--- src/rtl/mem_loader_pkg.sv ---
// Shared types and constants for the UART-fed data-memory loader.
// Optional checksum trailer is enabled by defining MEM_LOADER_CHECKSUM_EN.
package mem_loader_pkg;

    localparam int BYTES_PER_WORD = 4;
    localparam int BYTE_IDX_W     = $clog2(BYTES_PER_WORD);
    localparam int WORD_W         = 8 * BYTES_PER_WORD;
    localparam int COUNT_W        = 14;

    typedef enum logic [2:0] {
        IDLE  = 3'd0,
        LOAD  = 3'd1,
        WRITE = 3'd2,
        CHECK = 3'd3,
        DONE  = 3'd4
    } state_e;

    // Byte address of word k relative to a word-aligned base; wraps mod 2^32.
    function automatic logic [31:0] word_addr(input logic [29:0]        base_word,
                                              input logic [COUNT_W-1:0] k);
        return {base_word, 2'b00} + {16'b0, k, 2'b00};
    endfunction

endpackage

--- src/rtl/mem_loader_byte_packer.sv ---
// Little-endian byte-to-word packer: shift register, byte index and a
// word-complete flag that fires on the cycle the last byte of a word is taken.
module byte_packer
    import mem_loader_pkg::*;
(
    input  logic              clock,
    input  logic              reset_n,
    input  logic              clear_i,
    input  logic              accept_i,
    input  logic [7:0]        byte_i,
    output logic [WORD_W-1:0] word_o,
    output logic              last_o
);

    localparam int SHIFT_W = WORD_W - 8;
    localparam logic [BYTE_IDX_W-1:0] LAST_IDX = BYTE_IDX_W'(BYTES_PER_WORD - 1);

    logic [SHIFT_W-1:0]    shift_q, shift_d;
    logic [BYTE_IDX_W-1:0] idx_q, idx_d;

    // word_o is only meaningful while last_o is high: it is the full word
    // formed by the byte being accepted plus the ones already shifted in.
    assign last_o = accept_i && (idx_q == LAST_IDX);
    assign word_o = {byte_i, shift_q};

    always_comb begin
        shift_d = shift_q;
        idx_d   = idx_q;
        if (clear_i) begin
            shift_d = '0;
            idx_d   = '0;
        end else if (accept_i) begin
            idx_d   = idx_q + BYTE_IDX_W'(1);
            shift_d = last_o ? '0 : {byte_i, shift_q[SHIFT_W-1:8]};
        end
    end

    always_ff @(posedge clock) begin
        if (!reset_n) begin
            shift_q <= '0;
            idx_q   <= '0;
        end else begin
            shift_q <= shift_d;
            idx_q   <= idx_d;
        end
    end

endmodule

--- src/rtl/mem_loader.sv ---
// Loads wordCount 32-bit words from a byte stream into data memory.
// Define MEM_LOADER_CHECKSUM_EN to require a 4-byte sum trailer after the data.
module mem_loader
    import mem_loader_pkg::*;
#(
    parameter int unsigned TIMEOUT = 1000000
) (
    input  logic               clock,
    input  logic               reset_n,
    input  logic               start,
    input  logic [31:0]        baseAddr,
    input  logic [COUNT_W-1:0] wordCount,
    input  logic [7:0]         rxData,
    input  logic               rxValid,
    output logic               rxReady,
    output logic               memWrite,
    output logic [31:0]        address,
    output logic [31:0]        writeData,
    output logic               busy,
    output logic               done,
    output logic               errTimeout,
    output logic               chkErr,
    output logic [COUNT_W-1:0] wordsLoaded,
    output state_e             dbg_state_o
);

    localparam logic [31:0] TMO_LAST = TIMEOUT - 1;

    state_e             state_q, state_d;
    logic [29:0]        base_q, base_d;
    logic [COUNT_W-1:0] count_q, count_d;
    logic [COUNT_W-1:0] words_q, words_d;
    logic [31:0]        addr_q, addr_d;
    logic [31:0]        wdata_q, wdata_d;
    logic [31:0]        tmo_q, tmo_d;
    logic               err_tmo_q, err_tmo_d;

    logic               accept;
    logic               tmo_hit;
    logic [WORD_W-1:0]  word_next;
    logic               word_last;
    logic               unused_base_lsbs;

    assign unused_base_lsbs = ^baseAddr[1:0];

    // Handshake: a byte moves only on a rising edge where rxValid and rxReady
    // are both 1; rxReady depends on state alone, never on rxValid.
    assign rxReady     = (state_q == LOAD) || (state_q == CHECK);
    assign accept      = rxValid && rxReady;
    assign memWrite    = (state_q == WRITE);
    assign busy        = (state_q != IDLE);
    assign done        = (state_q == DONE);
    assign address     = addr_q;
    assign writeData   = wdata_q;
    assign errTimeout  = err_tmo_q;
    assign wordsLoaded = words_q;
    assign dbg_state_o = state_q;

    byte_packer u_packer (
        .clock    (clock),
        .reset_n  (reset_n),
        .clear_i  (state_q == IDLE),
        .accept_i (accept),
        .byte_i   (rxData),
        .word_o   (word_next),
        .last_o   (word_last)
    );

    // The counter only runs while waiting for bytes; WRITE and IDLE zero it,
    // so every entry to LOAD or CHECK starts a fresh window.
    assign tmo_hit = (TIMEOUT != 0) && rxReady && !accept && (tmo_q == TMO_LAST);
    assign tmo_d   = (!rxReady || accept) ? 32'd0 : tmo_q + 32'd1;

`ifdef MEM_LOADER_CHECKSUM_EN
    logic [31:0] sum_q, sum_d;
    logic        chk_q, chk_d;
    assign chkErr = chk_q;
`else
    assign chkErr = 1'b0;
`endif

    always_comb begin
        state_d   = state_q;
        base_d    = base_q;
        count_d   = count_q;
        words_d   = words_q;
        addr_d    = addr_q;
        wdata_d   = wdata_q;
        err_tmo_d = err_tmo_q;
`ifdef MEM_LOADER_CHECKSUM_EN
        sum_d     = sum_q;
        chk_d     = chk_q;
`endif
        case (state_q)
            IDLE: begin
                if (start) begin
                    base_d    = baseAddr[31:2];
                    count_d   = wordCount;
                    words_d   = '0;
                    err_tmo_d = 1'b0;
`ifdef MEM_LOADER_CHECKSUM_EN
                    sum_d     = '0;
                    chk_d     = 1'b0;
`endif
                    state_d   = (wordCount == '0) ? DONE : LOAD;
                end
            end
            LOAD: begin
                if (tmo_hit) begin
                    err_tmo_d = 1'b1;
                    state_d   = IDLE;
                end else if (word_last) begin
                    addr_d  = word_addr(base_q, words_q);
                    wdata_d = word_next;
`ifdef MEM_LOADER_CHECKSUM_EN
                    sum_d   = sum_q + word_next;
`endif
                    state_d = WRITE;
                end
            end
            WRITE: begin
                words_d = words_q + COUNT_W'(1);
                if (words_d != count_q) begin
                    state_d = LOAD;
                end else begin
`ifdef MEM_LOADER_CHECKSUM_EN
                    state_d = CHECK;
`else
                    state_d = DONE;
`endif
                end
            end
            CHECK: begin
`ifdef MEM_LOADER_CHECKSUM_EN
                if (tmo_hit) begin
                    err_tmo_d = 1'b1;
                    state_d   = IDLE;
                end else if (word_last) begin
                    chk_d   = (word_next != sum_q);
                    state_d = DONE;
                end
`else
                state_d = IDLE;
`endif
            end
            DONE:    state_d = IDLE;
            default: state_d = IDLE;
        endcase
    end

    always_ff @(posedge clock) begin
        if (!reset_n) begin
            state_q   <= IDLE;
            base_q    <= '0;
            count_q   <= '0;
            words_q   <= '0;
            addr_q    <= '0;
            wdata_q   <= '0;
            tmo_q     <= '0;
            err_tmo_q <= 1'b0;
        end else begin
            state_q   <= state_d;
            base_q    <= base_d;
            count_q   <= count_d;
            words_q   <= words_d;
            addr_q    <= addr_d;
            wdata_q   <= wdata_d;
            tmo_q     <= tmo_d;
            err_tmo_q <= err_tmo_d;
        end
    end

`ifdef MEM_LOADER_CHECKSUM_EN
    always_ff @(posedge clock) begin
        if (!reset_n) begin
            sum_q <= '0;
            chk_q <= 1'b0;
        end else begin
            sum_q <= sum_d;
            chk_q <= chk_d;
        end
    end
`endif

endmodule

--- config.mk ---
export PLATFORM = sky130hd
export DESIGN_NAME = mem_loader
export DESIGN_NICKNAME = d
export VERILOG_FILES = /design/src/rtl/mem_loader_pkg.sv /design/src/rtl/mem_loader_byte_packer.sv /design/src/rtl/mem_loader.sv
export SDC_FILE = /design/constraint.sdc
export NUM_CORES = 1
export LEC_CHECK = 0
export ABC_AREA = 0
export CAP_MARGIN = 20
export CELL_PAD_IN_SITES_DETAIL_PLACEMENT = 0
export CELL_PAD_IN_SITES_GLOBAL_PLACEMENT = 1
export CORE_ASPECT_RATIO = 0.75
export CORE_MARGIN = 2
export CORE_UTILIZATION = 39
export DETAILED_ROUTE_END_ITERATION = 10
export PLACE_DENSITY = 0.78
export SYNTH_ARGS = -nofsm -noshare
export SYNTH_HDL_FRONTEND = slang
export SYNTH_SLANG_ARGS = --single-unit
--- constraint.sdc ---
create_clock -name clock -period 3.3 [get_ports clock]
set_clock_uncertainty 0.1 [all_clocks]
set_input_delay 0.66 -clock clock [delete_from_list [all_inputs] [get_ports clock]]
set_output_delay 0.66 -clock clock [all_outputs]
set_load 0.02 [all_outputs]
-- Yosys cells after proc, flatten, opt, wreduce, memory -nomap -nowiden
Cells that the tools add are included.
W data, S select, Z words.
- output and inout port bits: 87
- word-level logic and storage cells: 58
- register bits: 184
- equality and inequality tests: 10
- bitwise logic cells: 2
- muxes and demuxes: 12
- reductions and logical operators: 20
- add/sub/neg operators: 4
- operator list (operator ; count):
    $add A32 B1 Y32 const B ; 1
    $add A32 B16 Y32 ; 1
    $eq A32 B20 Y1 const B ; 1
    $pmux W14 S2 ; 1
    $mux W24 ; 1
    $mux W3 ; 5
    $add A14 B1 Y14 const B ; 1
    $logic_not A14 Y1 ; 1
    $mux W14 ; 1
    $ne A14 B14 Y1 ; 1
    $pmux W3 S3 ; 1
    $eq A3 B2 Y1 const B ; 2
    $reduce_and A2 Y1 ; 3
    $reduce_and A3 Y1 ; 2
    $logic_and A1 B1 Y1 ; 4
    $ne A2 B2 Y1 const B ; 2
    $reduce_bool A2 Y1 ; 2
    $reduce_or A2 Y1 ; 2
    $eq A3 B1 Y1 const B ; 1
    $eq A3 B3 Y1 const B ; 1
    $logic_not A3 Y1 ; 1
    $ne A3 B2 Y1 const B ; 1
    $reduce_bool A3 Y1 ; 1
    $add A2 B1 Y2 const B ; 1
    other kinds (6) ; 10

-- Depth between registers and ports, before layout
- depth in word-level cells: 8
- gate-level depth with buffers: 9
- mapped depth without buffers: 9

-- By module
Synthesis repeated with hierarchy kept, for this count alone.
- cell total of the unflattened synthesis: 1031
- area, all modules: 8499.4 um2
- by module, submodules not included (module ; seq. area each (um2) ; times used ; area each (um2) ; cells an instance):
    mem_loader ; 3123.0 ; 1 ; 7337.0 ; 908
    byte_packer ; 520.5 ; 1 ; 1162.4 ; 123

-- Worst setup path before layout
OpenSTA, ideal clock, no wires.
- path kind: register to register
- start point: register words_q[0] (netlist: wordsLoaded[0])
- end point: register addr_q[20] (netlist: address[20])
- data required time: 3121 ps
- cell stages (with the launch flop): 10
- setup slack: 640 ps
- arrival: 2481 ps
- cells stage by stage: dfxtp_1 -> ha_1 -> fa_1 -> a211oi_1 -> nor4_2 -> o31ai_2 -> a31oi_4 -> and3_1 -> xnor2_1 -> a211oi_2
- longest elaborated chain between the ends: 1
- ends and longest elaborated chain (what ; line ; text):
    start: declaration ; mem_loader.sv:32 ; logic [COUNT_W-1:0] words_q, words_d;
    start signal: assignment ; mem_loader.sv:165 ; words_q <= words_d;
    $add A32 B16 Y32 ; mem_loader_pkg.sv:21 ; return {base_word, 2'b00} + {16'b0, k, 2'b00};
    end signal: assignment ; mem_loader.sv:166 ; addr_q <= addr_d;
    end: declaration ; mem_loader.sv:33 ; logic [31:0] addr_q, addr_d;
No other way between the ends.
A chain may end at the register's enable or synchronous reset.

-- Worst setup path in the final report
- start point: register state_q[1] (netlist: dbg_state_o[1])
- end point: output memWrite
- longest elaborated chain between the ends: 1
- ends and longest elaborated chain (what ; line ; text):
    start: declaration ; mem_loader.sv:29 ; state_e state_q, state_d;
    start signal: assignment ; mem_loader.sv:162 ; state_q <= state_d;
    $eq A3 B2 Y1 ; mem_loader.sv:50 ; assign memWrite = (state_q == WRITE);
    end: declaration ; mem_loader.sv:16 ; output logic memWrite,
No other way between the ends.

==> qor.json <==
{
  "floorplan": {
    "initial_core_util": 0.395,
    "fp.dieW_um": 173,
    "floorplan.die_area_sq_um": 22600,
    "io_pins": 145,
    "placement_rows": 46,
    "fp.dieH_um": 131,
    "core-area_sq_um": 21100
  },
  "clock_tree": {
    "ctsHoldBuffers": 0,
    "cells_resized_by_post_cts_repair": 0,
    "tritoncts": "done",
    "cts_sinks": 182,
    "deepest_clock_path_buffer_count": 2,
    "htree_levels": 4,
    "worst_setup_hold_path_clk_slew_ns": 0.08,
    "post_cts_setup_buffer_count": 0,
    "clkLatencyLatePin_ns": 0.43,
    "clock_buffers_created_by_tritoncts": 17,
    "root_buffer": "sky130_fd_sc_hd__clkbuf_16"
  },
  "worst_hold_path": {
    "class_of_the_tightest_hold_or_removal_check": "reg -> reg",
    "hp-start": "writeData[20]"
  },
  "grt": {
    "antenna_found_initial": 0,
    "grt.total_usage": 0.214,
    "wire_length_of_the_first_global_routing_pass_mm": 38.4,
    "grt_pass1_vias": 7051,
    "overflow": 0,
    "maximum_number_of_pins_on_one_net_before_global_route_repair": 72
  },
  "drt": {
    "avgRoutedWirePerCell_um": 16.3,
    "firstDrtPassIters": 5,
    "dr_total_vias": 7596,
    "detail_route.iter0.violations": 496,
    "wirelength_mm": 24.0,
    "vias_per_cell": 5.15,
    "route.antenna.remaining_nets": 0,
    "detail_route.drc_violations": 0
  },
  "final_layout": {
    "fill_cells": 2102,
    "layout-area-overhead-vs-synth_pct": 28.3,
    "final_layout_size_suffix_gt1_frac": 0.0725,
    "final_nets": 1249,
    "postLayoutCoreUtil": 0.507
  },
  "yosys": {
    "synth.top_cell.area_share": 0.438,
    "post_synth_inst_count": 1046,
    "synth_cell_type_count": 65,
    "synth.yosys.seq_area_share": 0.438,
    "async_reset_ff_frac": 0,
    "synth.ff_latch_count": 182,
    "post_synth_instance_area_sq_um": 8330,
    "synth.largest_area_cell": "sky130_fd_sc_hd__dfxtp_1",
    "synth_warnings": 0,
    "synthesis.area_per_instance_sq_um": 7.96,
    "ys.flop_type": "sky130_fd_sc_hd__dfxtp_1",
    "synth_edf_count": 0,
    "netlist_top_cells_area": "sky130_fd_sc_hd__dfxtp_1, sky130_fd_sc_hd__nand2_1, sky130_fd_sc_hd__a21oi_1"
  },
  "pwr": {
    "max-vdd-ir-drop_mv": 0.319,
    "net-switching-power_mw": 1.24,
    "p_clk_frac": 0.447,
    "power-per-cell-area_nw_per_um2": 441,
    "p_leak_nw": 3.73,
    "internal_power_mw": 3.47,
    "switching_share": 0.264,
    "combinational_fraction_of_design_power": 0.072,
    "seqPwrFrac": 0.481
  },
  "critical_path": {
    "data_required_critical_path_ns": 2.54,
    "endpoint_kind": "output port",
    "critPathKind": "reg -> out",
    "worstSetupStartpoint": "dbg_state_o[1]",
    "crit-reg2reg-launch": "wordsLoaded[0]",
    "critPathMaxFanout": 7,
    "critPathLaunchType": "register",
    "critical_path_arrival_ns": 2.14
  },
  "placement": {
    "routabilityCongestion": 0.837,
    "dpl.hpwl_mm": 16.9,
    "number_of_buffers_inserted_by_port_buffering": 139
  },
  "timing": {
    "final_min_period_over_clock_period": 0.878,
    "final-max-slew-violation-count": 0,
    "hold_vio_cnt_final": 0,
    "timing.fmax_mhz": 345,
    "setup_viol": 0,
    "rsz_0062_raised_after_global_routing": "no",
    "max_slew.worst_pin.slew_ns": 0.644,
    "max_slew_margin": 0.568,
    "timing.setup.tns_ns": 0,
    "period_needed_ns": 2.90
  },
  "status": {
    "run_status": "finished clean"
  },
  "job": {
    "max_cap_violations": 0
  }
}
## worst paths after layout
path | to | slack (ns) | cells past startpoint
setup / recovery | memWrite | 0.40 | 3
hold / removal | writeData[20] | 0.36 | 2
hold reg to reg | writeData[20] | 0.36 | 2
setup reg to reg | address[20] | 0.43 | 9
## registers in the layout, summed over array words and instances, names as in the netlist, 3 cells and up
register          count
tmo_q                32
writeData            32
address              30
base_q               30
u_packer.shift_q     24
count_q              14
wordsLoaded          14
dbg_state_o           3
## cell usage after synthesis, drive strengths merged, types with 6 or more instances
master    n
nand2   214
dfxtp   182
a21oi   160
nor2     87
clkbuf   48
xor2     40
nand3    38
o21ai    36
xnor2    28
nor3b    25
nand4    23
ha       17
and3     14
buf      14
nor3     13
nor4     12
inv      10
or3       8
and4      7
o211ai    7
a211oi    6
nand2b    6
nor2b     6
## metal layers
metal	track usage	vias to the layer above	share of wire
met5	0	-	0
met4	0.0489	0	0.0074
met3	0.0509	15	0.059
met2	0.298	188	0.39
met1	0.330	3534	0.54
li1	-	3859	-
## stage by stage
stage / setup slack [ns] / power [mW] / hold WS, ns / cells / area, sq um
floorplan: 0.640 / 2.51 / 0.332 / 1048 / 8340
global placement: 0.528 / 2.66 / 0.344 / 1442 / 10100
detailed placement: 0.451 / 2.66 / 0.346 / 1442 / 10100
CTS: 0.372 / 4.76 / 0.352 / 1474 / 10700
global route: 0.312 / 4.89 / 0.375 / 1474 / 10700
finish: 0.402 / 4.72 / 0.356 / 1475 / 10700
## cell usage in the layout, fill, tap and decap left out, types with 10 or more instances in the layout
| master | count |
|---|---|
| sky130_fd_sc_hd__a21oi_1 | 159 |
| sky130_fd_sc_hd__nand2_1 | 213 |
| sky130_fd_sc_hd__nor3_1 | 11 |
| sky130_fd_sc_hd__buf_4 | 28 |
| sky130_fd_sc_hd__ha_1 | 17 |
| sky130_fd_sc_hd__clkbuf_16 | 17 |
| sky130_fd_sc_hd__nand3_1 | 37 |
| sky130_fd_sc_hd__nand4_1 | 23 |
| sky130_fd_sc_hd__and3_1 | 13 |
| sky130_fd_sc_hd__xnor2_1 | 28 |
| sky130_fd_sc_hd__nor4_1 | 10 |
| sky130_fd_sc_hd__nor3b_1 | 25 |
| sky130_fd_sc_hd__nor2_1 | 86 |
| sky130_fd_sc_hd__clkdlybuf4s50_1 | 139 |
| sky130_fd_sc_hd__xor2_1 | 40 |
| sky130_fd_sc_hd__o21ai_0 | 34 |
| sky130_fd_sc_hd__dfxtp_1 | 182 |
## power groups by stage
stage               registers, mW  clock network (mW)  logic (mW)
floorplan                    2.31                   0       0.197
global placement             2.32                   0       0.335
detailed placement           2.32                   0       0.337
CTS                          2.27                2.16       0.339
global route                 2.28                2.24       0.373
finish                       2.27                2.11       0.339
## critical path, stage by stage, from the launching register on
cell                              delay, ns
sky130_fd_sc_hd__dfxtp_1               0.48
sky130_fd_sc_hd__or3b_2                0.52
sky130_fd_sc_hd__inv_1                 0.09
sky130_fd_sc_hd__clkdlybuf4s50_1       0.61
## cell type report
class | count | area (sq um) | share of cell area
well taps | 288 | 360 | 0.0337
flip-flops and latches | 182 | 3640 | 0.341
inverters | 10 | 38.8 | 0.00363
diodes | 1 | 2.50 | 0.000234
clock buffers | 18 | 429 | 0.0402
clock inverters | 14 | 178 | 0.0166
repair buffers | 168 | 1620 | 0.152
multi-input cells | 794 | 4410 | 0.413
## logic make-up after synthesis
kind of cell    after synthesis  share of synthesized area
xor+xnor                     68                     0.0715
other cells                   1                   0.000450
flops                       182                      0.437
simple gates                470                      0.266
fa+ha+maj                    18                     0.0279
mux                           1                    0.00120
buf+inv                      72                     0.0350
compound gates              234                      0.160
(Power assumes the default switching activity.)
